$ cat src/rtl/store_narrow_if.sv
// Store request and data-memory port bundle for the store narrowing unit.
// Pure wiring; no latency of its own.
// Backpressure is carried by req_ready_o (request side); the memory side has none.
interface store_narrow_if;
    logic        req_valid_i;
    logic        req_ready_o;
    logic [31:0] addr_i;
    logic [31:0] data_i;
    logic [1:0]  size_i;
    logic        done_o;
    logic        err_o;
    logic [31:0] mem_addr_o;
    logic        mem_rd_o;
    logic        mem_rd_valid_i;
    logic [31:0] mem_rdata_i;
    logic        mem_wr_o;
    logic [31:0] mem_wdata_o;

    // Unit side: consumes requests and read data, drives memory strobes and status.
    modport slave (
        input  req_valid_i, addr_i, data_i, size_i, mem_rd_valid_i, mem_rdata_i,
        output req_ready_o, done_o, err_o, mem_addr_o, mem_rd_o, mem_wr_o, mem_wdata_o
    );

    // Pipeline / memory side: the mirror image.
    modport master (
        output req_valid_i, addr_i, data_i, size_i, mem_rd_valid_i, mem_rdata_i,
        input  req_ready_o, done_o, err_o, mem_addr_o, mem_rd_o, mem_wr_o, mem_wdata_o
    );
endinterface

$ cat src/rtl/store_narrow.sv
// Byte/halfword/word store into a word-wide memory without byte enables, via read-modify-write.
// Latency: word or error 1 cycle to done; byte/half 3 cycles plus read wait cycles.
// Backpressure: req_ready_o is high only in IDLE; one request in flight at a time.
module store_narrow #(
    parameter int TIMEOUT = 255
) (
    input logic           clk_i,
    input logic           rst_i,
    store_narrow_if.slave bus
);

    // Counter must hold TIMEOUT; never narrower than 8 bits.
    localparam int CW = ($clog2(TIMEOUT + 1) > 8) ? $clog2(TIMEOUT + 1) : 8;

    typedef enum logic [2:0] {
        IDLE,
        READ,
        WAIT,
        WRITE,
        RESP
    } state_t;

    state_t        state_q;
    state_t        state_d;
    logic [CW-1:0] cnt_q;
    logic [31:0]   addr_q;
    logic [1:0]    lane_q;
    logic [1:0]    size_q;
    logic [15:0]   data_q;
    logic [31:0]   wdata_q;
    logic          req_bad;
    logic          tim_hit;
    logic [31:0]   merged;

    // Reserved size or an address not aligned to the access size.
    always_comb begin
        req_bad = 1'b0;
        case (bus.size_i)
            2'b01:   req_bad = bus.addr_i[0];
            2'b10:   req_bad = (bus.addr_i[1:0] != 2'b00);
            2'b11:   req_bad = 1'b1;
            default: req_bad = 1'b0;
        endcase
    end

    assign tim_hit = (cnt_q == CW'(TIMEOUT));

    // Overlay the stored byte or halfword onto the word just read back.
    always_comb begin
        merged = bus.mem_rdata_i;
        if (size_q == 2'b00) begin
            merged[{lane_q, 3'b000} +: 8] = data_q[7:0];
        end else begin
            merged[{lane_q[1], 4'b0000} +: 16] = data_q[15:0];
        end
    end

    // State register.
    always_ff @(posedge clk_i) begin
        if (rst_i) begin
            state_q <= IDLE;
        end else begin
            state_q <= state_d;
        end
    end

    // Next-state decode; a read that arrives with the timeout still wins.
    always_comb begin
        state_d = state_q;
        case (state_q)
            IDLE: begin
                if (bus.req_valid_i) begin
                    if (req_bad) begin
                        state_d = RESP;
                    end else if (bus.size_i == 2'b10) begin
                        state_d = WRITE;
                    end else begin
                        state_d = READ;
                    end
                end
            end
            READ: state_d = WAIT;
            WAIT: begin
                if (bus.mem_rd_valid_i) begin
                    state_d = WRITE;
                end else if (tim_hit) begin
                    state_d = RESP;
                end
            end
            WRITE:   state_d = IDLE;
            RESP:    state_d = IDLE;
            default: state_d = IDLE;
        endcase
    end

    // Request latch, wait counter and write-data register.
    always_ff @(posedge clk_i) begin
        if (rst_i) begin
            addr_q  <= '0;
            lane_q  <= '0;
            size_q  <= '0;
            data_q  <= '0;
            wdata_q <= '0;
            cnt_q   <= '0;
        end else begin
            case (state_q)
                IDLE: begin
                    if (bus.req_valid_i) begin
                        addr_q <= {bus.addr_i[31:2], 2'b00};
                        lane_q <= bus.addr_i[1:0];
                        size_q <= bus.size_i;
                        data_q <= bus.data_i[15:0];
                        if (bus.size_i == 2'b10) begin
                            wdata_q <= bus.data_i;
                        end
                    end
                end
                READ: cnt_q <= '0;
                WAIT: begin
                    if (bus.mem_rd_valid_i) begin
                        wdata_q <= merged;
                    end else if (!tim_hit) begin
                        cnt_q <= cnt_q + 1'b1;
                    end
                end
                WRITE, RESP: addr_q <= '0;
                default: ;
            endcase
        end
    end

    assign bus.req_ready_o = (state_q == IDLE);
    assign bus.mem_rd_o    = (state_q == READ);
    assign bus.mem_wr_o    = (state_q == WRITE);
    assign bus.done_o      = (state_q == WRITE) || (state_q == RESP);
    assign bus.err_o       = (state_q == RESP);
    assign bus.mem_addr_o  = addr_q;
    assign bus.mem_wdata_o = wdata_q;

endmodule

$ cat src/flat_wrapper.sv
// flat-port wrapper written by rule: the top's interface ports become plain ports
module store_narrow_flat 
#(
    parameter int TIMEOUT = 255
)
  (clk_i, rst_i, bus_req_valid_i, bus_addr_i, bus_data_i, bus_size_i, bus_mem_rd_valid_i, bus_mem_rdata_i, bus_req_ready_o, bus_done_o, bus_err_o, bus_mem_addr_o, bus_mem_rd_o, bus_mem_wr_o, bus_mem_wdata_o);
  store_narrow_if bus_i ();
  input logic clk_i;
  input logic rst_i;
  input wire logic [$bits(bus_i.req_valid_i)-1:0] bus_req_valid_i;
  input wire logic [$bits(bus_i.addr_i)-1:0] bus_addr_i;
  input wire logic [$bits(bus_i.data_i)-1:0] bus_data_i;
  input wire logic [$bits(bus_i.size_i)-1:0] bus_size_i;
  input wire logic [$bits(bus_i.mem_rd_valid_i)-1:0] bus_mem_rd_valid_i;
  input wire logic [$bits(bus_i.mem_rdata_i)-1:0] bus_mem_rdata_i;
  output wire logic [$bits(bus_i.req_ready_o)-1:0] bus_req_ready_o;
  output wire logic [$bits(bus_i.done_o)-1:0] bus_done_o;
  output wire logic [$bits(bus_i.err_o)-1:0] bus_err_o;
  output wire logic [$bits(bus_i.mem_addr_o)-1:0] bus_mem_addr_o;
  output wire logic [$bits(bus_i.mem_rd_o)-1:0] bus_mem_rd_o;
  output wire logic [$bits(bus_i.mem_wr_o)-1:0] bus_mem_wr_o;
  output wire logic [$bits(bus_i.mem_wdata_o)-1:0] bus_mem_wdata_o;
  assign bus_i.req_valid_i = bus_req_valid_i;
  assign bus_i.addr_i = bus_addr_i;
  assign bus_i.data_i = bus_data_i;
  assign bus_i.size_i = bus_size_i;
  assign bus_i.mem_rd_valid_i = bus_mem_rd_valid_i;
  assign bus_i.mem_rdata_i = bus_mem_rdata_i;
  assign bus_req_ready_o = bus_i.req_ready_o;
  assign bus_done_o = bus_i.done_o;
  assign bus_err_o = bus_i.err_o;
  assign bus_mem_addr_o = bus_i.mem_addr_o;
  assign bus_mem_rd_o = bus_i.mem_rd_o;
  assign bus_mem_wr_o = bus_i.mem_wr_o;
  assign bus_mem_wdata_o = bus_i.mem_wdata_o;
  store_narrow #(.TIMEOUT(TIMEOUT)) u_core (.clk_i(clk_i), .rst_i(rst_i), .bus(bus_i));
endmodule
$ cat config.mk
export PLATFORM = sky130hd
export DESIGN_NAME = store_narrow_flat
export DESIGN_NICKNAME = d
export VERILOG_FILES = /design/src/rtl/store_narrow_if.sv /design/src/rtl/store_narrow.sv /design/src/flat_wrapper.sv
export SDC_FILE = /design/constraint.sdc
export NUM_CORES = 1
export LEC_CHECK = 0
export BUFFER_PORTS_ARGS = -buffer_cell sky130_fd_sc_hd__buf_2
export CAP_MARGIN = 20
export CORE_UTILIZATION = 54
export CTS_CLUSTER_DIAMETER = 200
export CTS_CLUSTER_SIZE = 40
export DETAILED_ROUTE_END_ITERATION = 10
export PLACE_DENSITY_LB_ADDON = 0.3
export SLEW_MARGIN = 40
export SYNTH_ARGS = -nofsm -noshare
export SYNTH_HDL_FRONTEND = slang
export SYNTH_SLANG_ARGS = --single-unit
$ cat constraint.sdc
create_clock -name clk_i -period 4.4 [get_ports clk_i]
set_input_delay 0 -clock clk_i [delete_from_list [all_inputs] [get_ports clk_i]]
set_output_delay 0 -clock clk_i [all_outputs]
set_load 0.02 [all_outputs]
* Word level (Yosys, flattened, before mapping) *
Cells that the tools add are included.

operators by class
  multiplexer cells = 19
  add/sub/neg operators = 3
  reduce and logical (&&, ||, !) cells = 13
  shift operators = 4
  equality and inequality tests = 14

operator list
  kind                                                    count
  two-way mux 32 bit                                      5
  case mux 32 bit (2 select lines)                        2
  bitwise mux 32 bit                                      2
  variable shift 16 x 7 -> 32 bit (first input constant)  1
  variable shift 8 x 7 -> 32 bit (first input constant)   1
  indexed part select 16 x 7 -> 32 bit                    1
  indexed part select 8 x 7 -> 32 bit                     1
  two-way mux 8 bit                                       2
  case mux 8 bit (2 select lines)                         1
  negator 5 -> 7 bit                                      2
  two-way mux 3 bit                                       4
  case mux 3 bit (3 select lines)                         1
  adder 8 x 1 -> 8 bit (second input constant)            1
  == test 8 bit (second input constant)                   1
  != test 2 bit (second input constant)                   4
  nonzero test 2 bit                                      4
  == test 3 x 2 -> 1 bit (second input constant)          2
  AND reduction 2 bit                                     3
  == test 2 bit (second input constant)                   2
  AND reduction 4 bit                                     1
  == test 3 x 1 -> 1 bit (second input constant)          1
  == test 3 bit (second input constant)                   1
  logical NOT 3 bit                                       1
  != test 3 x 2 -> 1 bit (second input constant)          1
  other kinds (8)                                         8

storage, ports and cells
  input port bits = 102
  logic and storage cells = 60
  register bits after elaboration = 95

* Logic depth before layout (Yosys ltp) *
Gate-level depths: netlist (run 1).

  word-level depth = 6
  gate-level depth with buffers = 10
  gate-level depth less buffers = 6

* Worst setup path before layout (run 1) *
Ideal clock, no wire load.

  path type = flip-flop to flip-flop
  from = register u_core.lane_q[1]
  to = register u_core.wdata_q[22] (netlist: u_core.bus.mem_wdata_o[22])
  setup time = 0.079 ns
  arrival time = 2.586 ns
  buffers on the path = 4
  stages on the path, launching flop included = 11
  slack = 1.734 ns
  cells stage by stage = dfxtp_1 -> buf_2 -> buf_1 -> inv_1 -> ha_1 -> or3b_1 -> clkbuf_1 -> buf_2 -> o32ai_1 -> o21ai_1 -> a211oi_2

on the way
  word-level cells in the longest chain between the ends = 6

RTL lines
  what                                                          RTL line                                RTL
  start, declared                                               store_narrow.sv:27                      logic [1:0] lane_q;
  start signal, assigned                                        store_narrow.sv:110                     lane_q <= bus.addr_i[1:0];
  negator 5 -> 7 bit, on equally long branches                  store_narrow.sv:54, store_narrow.sv:52
  indexed part select 16 x 7 -> 32 bit (tied with other cells)  store_narrow.sv:54                      merged[{lane_q[1], 4'b0000} +: 16] = data_q[15:0];
  bitwise mux 32 bit, on equally long branches                  store_narrow.sv:54, store_narrow.sv:52
  two-way mux 32 bit *                                          store_narrow.sv:51                      if (size_q == 2'b00) begin
  two-way mux 32 bit *                                          store_narrow.sv:120                     if (bus.mem_rd_valid_i) begin
  case mux 32 bit (2 select lines) *                            store_narrow.sv:106                     case (state_q)
  end signal, assigned                                          store_narrow.sv:114                     wdata_q <= bus.data_i;
  end signal, assigned                                          store_narrow.sv:121                     wdata_q <= merged;
  end, declared                                                 store_narrow.sv:30                      logic [31:0] wdata_q;

Every way passes the cells marked *; elsewhere a longest branch is shown, timed or not. The select of a mux whose other input is x is not followed.
A chain may end at the register's enable or synchronous reset.

* Worst setup path after layout (run 1) *
  from = register u_core.lane_q[1]
  to = register u_core.wdata_q[29] (netlist: u_core.bus.mem_wdata_o[29])

Same word-level chain as after synthesis.

==> results of run 1 <==
==> layout make-up <==
| type | count | share of cell area (%) |
|---|---|---|
| tap | 108 | 2.07 |
| timing repair buffer | 241 | 23.8 |
| inverter | 22 | 1.27 |
| multi-input combinational | 455 | 41.3 |
| sequential | 93 | 28.6 |
| clock inverter | 6 | 1.11 |
| clock buffer | 9 | 1.90 |
==> where the power goes <==
part / internal [mW] / total, mW / switching, mW
Clock: 0.265 / 0.592 / 0.326
Combinational: 0.270 / 0.688 / 0.418
Sequential: 0.921 / 0.988 / 0.0668
Total: 1.46 / 2.27 / 0.812
==> path summary, 6_finish.rpt <==
check | end | slack, ps | depth (start not counted)
max | u_core.bus.mem_wdata_o[29] | 1770 | 6
max reg2reg | u_core.bus.mem_wdata_o[29] | 1770 | 6
min | u_core.bus.mem_wdata_o[25] | -10 | 3
min reg2reg | u_core.bus.mem_addr_o[7] | 460 | 2
==> per-stage QoR <==
| step | setup slack (ps) | std cells |
|---|---|---|
| CTS | 1840 | 933 |
| global route | 1660 | 934 |
| finish | 1770 | 934 |
| floorplan | 1730 | 627 |
| global placement | 1960 | 853 |
| detailed placement | 1880 | 853 |
==> routing by layer <==
metal  track usage (%)  part of all wire [%]  vias up
li1                  -                     -     2610
met1              38.2                    39     2535
met2              56.2                    50      266
met3              6.07                   7.2       59
met4              15.2                   3.9        0
met5                 0                     0        -
==> worst max-delay path, delay by kind of cell (launching register included) <==
kind,cells,cell delay (ps)
fa+ha+maj,1,440
simple gates,2,900
buf+inv,1,480
flops,1,330
compound gates,2,390
==> cells by family (layout without fill, tap and decap cells) <==
group	after synthesis	in the layout	synth area share (%)
AO/OA/AOI/OAI	200	200	26.1
flip-flops	93	93	38.3
other	1	2	0.0772
buffers and inverters	79	278	6.72
XOR/XNOR	4	4	0.721
multiplexers	33	33	6.83
AND/OR/NAND/NOR	210	210	19.7
adder cells (fa/ha/maj)	6	6	1.55
==> cell usage after synthesis (all sizes together) (3+ instances only) <==
| master | number | area, µm² |
|---|---|---|
| nand2 | 107 | 402 |
| a21oi | 102 | 510 |
| dfxtp | 93 | 1860 |
| nor2 | 47 | 176 |
| clkbuf | 34 | 128 |
| mux2i | 32 | 320 |
| buf | 23 | 116 |
| o21ai | 23 | 115 |
| inv | 22 | 82.6 |
| nor3 | 18 | 90.1 |
| a211oi | 16 | 130 |
| a221oi | 16 | 140 |
| nand3 | 10 | 50.1 |
| a221o | 8 | 80.1 |
| a311o | 8 | 80.1 |
| nor2b | 8 | 50.1 |
| o32ai | 8 | 70.1 |
| ha | 6 | 75.1 |
| o22ai | 6 | 37.5 |
| a22oi | 4 | 30.0 |
| xor2 | 4 | 35.0 |
| nor4b | 3 | 62.6 |
| o211ai | 3 | 22.5 |
| or2 | 3 | 18.8 |
| or3b | 3 | 26.3 |
==> sequential cells by signal (all words and copies together), names as in the netlist <==
signal,count
u_core.bus.mem_addr_o,30
u_core.cnt_q,8
u_core.bus.mem_wdata_o,32
u_core.size_q,2
u_core.lane_q,2
u_core.state_q,3
u_core.data_q,16
==> flow_metrics.tcl, run 1 <==
set metrics [dict create \
    power_density_nw_per_um2 348 \
    grt_pass1_wl_um 24800 \
    final_hold_viol_count 1 \
    initial_core_util_pct 55.7 \
    drc 0 \
    setup_tns_ps 0 \
    nFillCells 638 \
    routabilityCongestion 0.836 \
    fin_area_um2 6520 \
    worstSetupEndpointType "register" \
    violations "hold timing" \
    yosysWarnings 0 \
    cts_tree "yes" \
    status "finished with violations" \
    maxCapViolCount 0 \
    path_cells "buf_4 -> ha_1 -> nor4b_2 -> a311o_1 -> a221oi_1 -> nor3_1" \
    post-route-period-util_pct 59.8 \
    cts-htree-levels 3 \
    grt_overflow 0 \
    avgSynthCellArea_um2 7.76 \
    peakVddDrop_uv 202 \
    nNetsFinal 930 \
    worstPathRequired_ps 4690 \
    cp-start-kind "register" \
    crit_fanout 35 \
    syn_area_um2 4860 \
    antenna_cells 0 \
    async_flop_share_pct 0 \
    max_slew.worst_pin.slew_ps 770 \
    cts_root_buf "clkbuf_8" \
    grt_max_degree 65 \
    layout.area.seq_um2 1860 \
    hp-start "bus_data_i[25]" \
    cpMaxStageDelayCell "nor4b_2" \
    ys_seq_area_share_pct 38.3 \
    cts_buffer_depth 2 \
    arrival_ps 2920 \
    wl_um 15300 \
    ant_nets 0 \
    antenna_found_initial 0 \
    cpPeakStageDelay_ps 680 \
    cts_hold_buffers 65 \
    relSlewSlack_pct 47.9 \
    crit_start "u_core.lane_q[1]" \
    fmax_mhz 380 \
    period_minus_slack_ps 2630 \
    syn2layout_area_growth_pct 34.2 \
    io_pins 171 \
    report.final.slew_viol_count 0 \
    die-area_um2 9380 \
    synth_seq_cells 93 \
    synth_top_flop_cell "dfxtp_1" \
    drt-pass1-iter-count 5 \
    rsz0062_at_grt "false" \
    ctsResizeCount 0 \
    final_common_cell "buf_2" \
    dieWidth_um 96.8 \
    synth-edff-count 0 \
    dp_hpwl_um 9300 \
    whs_ps -13.9 \
    postCtsSetupRepairBufs 0 \
    final-setup-viol-count 0 \
    multi_input_area_um2 2690 \
    numCtsBuffers 9 \
    r2r_start "u_core.lane_q[1]" \
    drt-vias-per-instance 5.86 \
    worstSkewPairLatency_ps 380 \
    hp-class "input pin to register" \
    placed_cell_area_um2 5660 \
    dr_total_vias 5470 \
    drive_above_1_share_pct 24.9 \
    worstSetupPathType "register to register" \
    power_leakage_nw 2.79 \
    finalClockSkew_ps 14.2 \
    rows 34 \
    core_area_um2 8720 \
    synthDistinctLibCells 48 \
    die_y_um 96.8 \
    grt_use_total_pct 32.3 \
    synthCells 626 \
    routedWlPerCell_um 16.4 \
    drt_iter0_drc 397 \
    design_power_total_mw 2.27 \
    portBuffers 168 \
    clk_pin_slew_worst_paths_ps 100 \
    final_cell_mix "buf_2 (168), nand2_1 (107), a21oi_1 (102)" \
    clock-sinks 93 \
    grt_pass1_vias 5208 \
    utilization_pct 74.7 \
]
Note: power is estimated with default switching activity, not from simulation.
==> inputs of run 2 (changes only) <==
- ABC_AREA: not set -> 1
- CORE_UTILIZATION: 54 -> 52
- clock period: 4.4 -> 2.6 ns (I/O delays scaled with it)
==> flow_metrics.tcl, run 2 <==
set metrics [dict create \
    power_density_nw_per_um2 734 \
    ant_nets 0 \
    largest_reg_flops 32 \
    wl_um 16200 \
    synth-edff-count 0 \
    dr_total_vias 6261 \
    die_y_um 103 \
    finalWorstSetupSlack_ps 450 \
    dieWidth_um 103 \
    worstSetupEndpointType "register" \
    placed_cell_area_um2 6210 \
    r2r_start "u_core.state_q[0]" \
    period_minus_slack_ps 2150 \
    place_ws_ps 597 \
    worstPathRequired_ps 2850 \
    critPathTopFamily "buffers and inverters" \
    crit_fanout 40 \
    synthDistinctLibCells 29 \
    rsz0062_at_grt "false" \
    maxCapViolCount 0 \
    post-route-period-util_pct 82.7 \
    antenna_found_initial 1 \
    drt_iter0_drc 316 \
    dp_hpwl_um 10500 \
    antenna_cells 0 \
    cts_buffer_depth 2 \
    fmax_mhz 465 \
    report.final.slew_viol_count 0 \
    grt_overflow 0 \
    utilization_pct 72.2 \
    worstSkewPairLatency_ps 370 \
    initial_core_util_pct 54.3 \
    grt_pass1_vias 5579 \
    clock-sinks 93 \
    layout.area.seq_um2 1860 \
    drt-vias-per-instance 5.00 \
    die-area_um2 10700 \
    avgSynthCellArea_um2 5.97 \
    routabilityCongestion 0.949 \
    multi_input_area_um2 2920 \
    portBuffers 168 \
    synth_top_area_share_pct 34.8 \
    crit_start "u_core.state_q[0]" \
    cpMaxStageDelayCell "dlygate4sd3_1" \
    final_hold_viol_count 0 \
    core_area_um2 9860 \
    reg2reg_setup_slack_ps 450 \
    final_cell_mix "nand2_1 (355), buf_2 (168), nor2_1 (111)" \
    drt-pass1-iter-count 6 \
    routedWlPerCell_um 13.0 \
    max_slew.worst_pin.slew_ps 648 \
    drive_above_1_share_pct 19.2 \
    relSlewSlack_pct 56.8 \
    hp-start "bus_addr_i[0]" \
    syn_area_um2 5350 \
    cts_root_buf "clkbuf_8" \
    final_common_cell "nand2_1" \
    io_pins 171 \
    synth_common_cells "nand2_1 (356), nor2_1 (112), dfxtp_1 (93), a21oi_1 (82), inv_1 (79)" \
    status "finished clean" \
    ys_seq_area_share_pct 34.8 \
    cpPeakStageDelay_ps 560 \
    grt_max_degree 65 \
    clk_pin_slew_worst_paths_ps 100 \
    worst-path-buf-inv 2 \
    hp-class "input pin to register" \
    path_common_cell "nor2_4" \
    synth.most_common_cell "nand2_1" \
    synthCells 897 \
    yosysTopAreaCell "dfxtp_1" \
    syn2layout_area_growth_pct 33.0 \
    final-setup-viol-count 0 \
    arrival_ps 2400 \
    yosysWarnings 0 \
    path_cells "nor2_4 -> nand2_4 -> nor2_4 -> buf_4 -> nor2_1 -> nand2_1 -> a21oi_1 -> dlygate4sd3_1" \
    finalClockSkew_ps 14.5 \
    synth_seq_cells 93 \
    grt_use_total_pct 30.2 \
    worstSetupPathType "register to register" \
    async_flop_share_pct 0 \
    postCtsSetupRepairBufs 0 \
    cts-htree-levels 3 \
    rows 36 \
    ys_top_cells_by_area "dfxtp_1 (35%), nand2_1 (25%), nor2_1 (7.9%), a21oi_1 (7.7%), inv_1 (5.5%)" \
    power_leakage_nw 3.67 \
    cp-start-kind "register" \
    nNetsFinal 1222 \
    design_power_total_mw 5.23 \
    fin_area_um2 7120 \
    cts_tree "yes" \
    peakVddDrop_uv 417 \
    setup_tns_ps 0 \
    synth_top_flop_cell "dfxtp_1" \
    nFillCells 854 \
    numCtsBuffers 9 \
    grt_pass1_wl_um 25300 \
    drc 0 \
]
==> run 2: cell families after synthesis <==
kind of cell	Yosys count	synth area share (%)
DFF	93	34.8
buffers and inverters	132	10.9
xor gates and xnor gates	1	0.164
AOI/OAI and AO/OA	126	12.3
other	1	0.0701
and+or+nand+nor	538	40.3
adders and majority gates	6	1.40
==> run 2: repair_timing <==
| item | CTS | global route |
|---|---|---|
| resized for setup | 0 | 0 |
| hold endpoints to repair | 80 | 0 |
| hold buffers | 70 | 0 |
==> run 2: report_power, final <==
part           switching (mW)  total [mW]  internal, mW  leakage (nW)
Clock                   0.591        1.06         0.468         0.104
Sequential              0.170        1.85          1.68         0.763
Combinational            1.52        2.32         0.796          2.80
Total                    2.28        5.23          2.95          3.67
==> run 2: worst paths after layout <==
check                              endpoint  cells after the start
setup / recovery   u_core.bus.mem_addr_o[3]                      8
hold / removal             u_core.lane_q[0]                      3
setup reg to reg   u_core.bus.mem_addr_o[3]                      8
hold reg to reg   u_core.bus.mem_addr_o[24]                      2
==> run 2: layout make-up <==
type / count / area share [%]
inverter: 85 / 4.48
tap: 133 / 2.34
multi-input combinational: 673 / 40.9
clock buffer: 9 / 1.74
timing repair buffer: 252 / 23.1
clock inverter: 7 / 1.21
sequential: 93 / 26.2
==> run 2: metrics by stage <==
stage / hold WS, ps / cells
2_1_floorplan: 135 / 898
3_3_place_gp: 245 / 1166
3_5_place_dp: 245 / 1166
4_1_cts: 27.0 / 1252
5_1_grt: 44.9 / 1252
6_report: 37.4 / 1252
==> run 2: per-layer routing <==
layer | global-route usage, % | part of all wire [%] | vias to the layer above
met5 | 0 | 0.062 | -
met4 | 11.3 | 2.7 | 2
met3 | 4.37 | 6.8 | 48
met2 | 51.8 | 47 | 284
met1 | 38.4 | 43 | 2709
li1 | - | - | 3218
==> run 2: worst register-to-register path, stage by stage, from the launching register on <==
cell and delay, ps:
dfxtp_1 380, nor2_4 180, nand2_4 100, nor2_4 100, buf_4 380, nor2_1 180, nand2_1 110, a21oi_1 70
dlygate4sd3_1 560
==> inputs of run 3 (changes only) <==
- ABC_AREA: 1 -> 0
- CORE_UTILIZATION: 52 -> 50
- clock period: 2.6 -> 2.1 ns (I/O delays scaled with it)
==> flow_metrics.tcl, run 3 (same netlist as run 1, synthesis figures left out) <==
set metrics [dict create \
    syn2layout_area_growth_pct 39.9 \
    max_slew.worst_pin.slew_ps 678 \
    cts_tree "yes" \
    core_area_um2 9330 \
    cts-htree-levels 3 \
    drt_iter0_drc 526 \
    rows 35 \
    final_hold_viol_count 0 \
    worstPathRequired_ps 2380 \
    final-setup-viol-count 0 \
    peakVddDrop_uv 452 \
    drc 0 \
    path_common_cell "buf_4" \
    power_density_nw_per_um2 734 \
    drive_above_1_share_pct 27.4 \
    die-area_um2 10100 \
    grt_overflow 0 \
    grt_max_degree 65 \
    routabilityCongestion 0.868 \
    nFillCells 731 \
    portBuffers 168 \
    hp-class "input pin to register" \
    multi_input_area_um2 2750 \
    drt-vias-per-instance 5.78 \
    placed_cells 886 \
    status "finished clean" \
    grt_use_total_pct 32.3 \
    dr_total_vias 5616 \
    cpPeakStageDelay_ps 480 \
    antenna_cells 0 \
    crit_fanout 11 \
    place_ws_ps -72.3 \
    grt_pass1_wl_um 25700 \
    path_cells "inv_4 -> ha_4 -> or3b_4 -> buf_4 -> buf_4 -> nor2_1 -> o21ai_1 -> a211oi_1" \
    final_common_cell "buf_2" \
    layout.area.seq_um2 1860 \
    finalClockSkew_ps 9.85 \
    fin_cells 971 \
    power_leakage_nw 2.92 \
    relSlewSlack_pct 54.8 \
    largest_reg_flops 32 \
    io_pins 171 \
    cts_root_buf "clkbuf_8" \
    drt-pass1-iter-count 7 \
    maxCapViolCount 0 \
    report.final.slew_viol_count 0 \
    rsz0062_at_grt "true" \
    utilization_pct 72.8 \
    die_y_um 101 \
    clk_pin_slew_worst_paths_ps 100 \
    arrival_ps 2310 \
    routedWlPerCell_um 16.9 \
    dp_hpwl_um 10000 \
    grt_pass1_vias 5438 \
    dieWidth_um 101 \
    fmax_mhz 492 \
    ant_nets 0 \
    worstSkewPairLatency_ps 360 \
    worstSetupEndpointType "register" \
    finalWorstSetupSlack_ps 67.7 \
    antenna_found_initial 0 \
    cp-start-kind "register" \
    numCtsBuffers 9 \
    setup_tns_ps 0 \
    nNetsFinal 945 \
    period_minus_slack_ps 2030 \
    cts_buffer_depth 2 \
    post-route-period-util_pct 96.8 \
    initial_core_util_pct 52.1 \
    final_cell_mix "buf_2 (168), nand2_1 (107), a21oi_1 (102)" \
    clock-sinks 93 \
    worstSetupPathType "register to register" \
    cpMaxStageDelayCell "or3b_4" \
    wl_um 16400 \
]
run 3: changes by cell type in the layout (fill, tap and decap cells not counted), moves of 9 or more:
cell / change
nand2_1: -248
nor2_1: -64
inv_1: -59
nand3_1: -47
mux2i_1: +32
a21oi_1: +20
o21ai_0: -18
a221oi_1: +16
nor3_1: +16
a211oi_1: +14
o21ai_1: +9
run 3: per-stage QoR:
stage	total power [mW]	hold WS [ps]	cell area, µm²
after global placement	3.44	241	5840
after floorplan	3.03	128	4950
after detailed placement	3.49	248	5850
final	4.98	15.5	6790
after global routing	5.21	35.2	6790
after CTS	4.94	12.9	6740
run 3: timing repair:
item                                    CTS  global route
buffers inserted                          0             3
resized for setup                         1             5
hold endpoints to repair                 75             0
endpoints found under the setup margin    8            21
hold buffers                             66             0
run 3: final cells by class:
class | instances | share of cell area [%]
Multi-Input combinational cell | 455 | 40.5
Sequential cell | 93 | 27.4
Clock inverter | 7 | 1.46
Tap cell | 129 | 2.38
Timing Repair Buffer | 256 | 25.1
Clock buffer | 9 | 1.82
Inverter | 22 | 1.25
run 3: layer usage:
metal	GRT usage, %	share of wire, %	vias to the layer above	routed length (µm)
met1	38.9	39	2624	6330
met4	15.2	3.9	0	634
met5	0	0	-	0
li1	-	-	2646	-
met3	5.89	8.2	59	1350
met2	55.6	49	287	8060
run 3: final timing paths:
check,startpoint,end,slack (ps),cells after the start
worst max-delay path,u_core.lane_q[0],u_core.bus.mem_wdata_o[11],70,8
worst min-delay path,bus_data_i[25],u_core.bus.mem_wdata_o[25],20,3
worst max register to register,u_core.lane_q[0],u_core.bus.mem_wdata_o[11],70,8
worst min register to register,u_core.bus.mem_addr_o[26],u_core.bus.mem_addr_o[26],460,2
run 3: power breakdown:
group | total [mW] | internal, mW | switching, mW
clock network | 1.36 | 0.678 | 0.686
logic | 1.55 | 0.624 | 0.923
registers | 2.07 | 1.93 | 0.145
total | 4.98 | 3.23 | 1.75
run 3: worst max-delay path, delay by kind of cell, from the launching register on:
kind,cells,cell delay (ps)
compound gates,2,280
fa+ha+maj,1,300
buf+inv,3,360
flops,1,410
simple gates,2,600
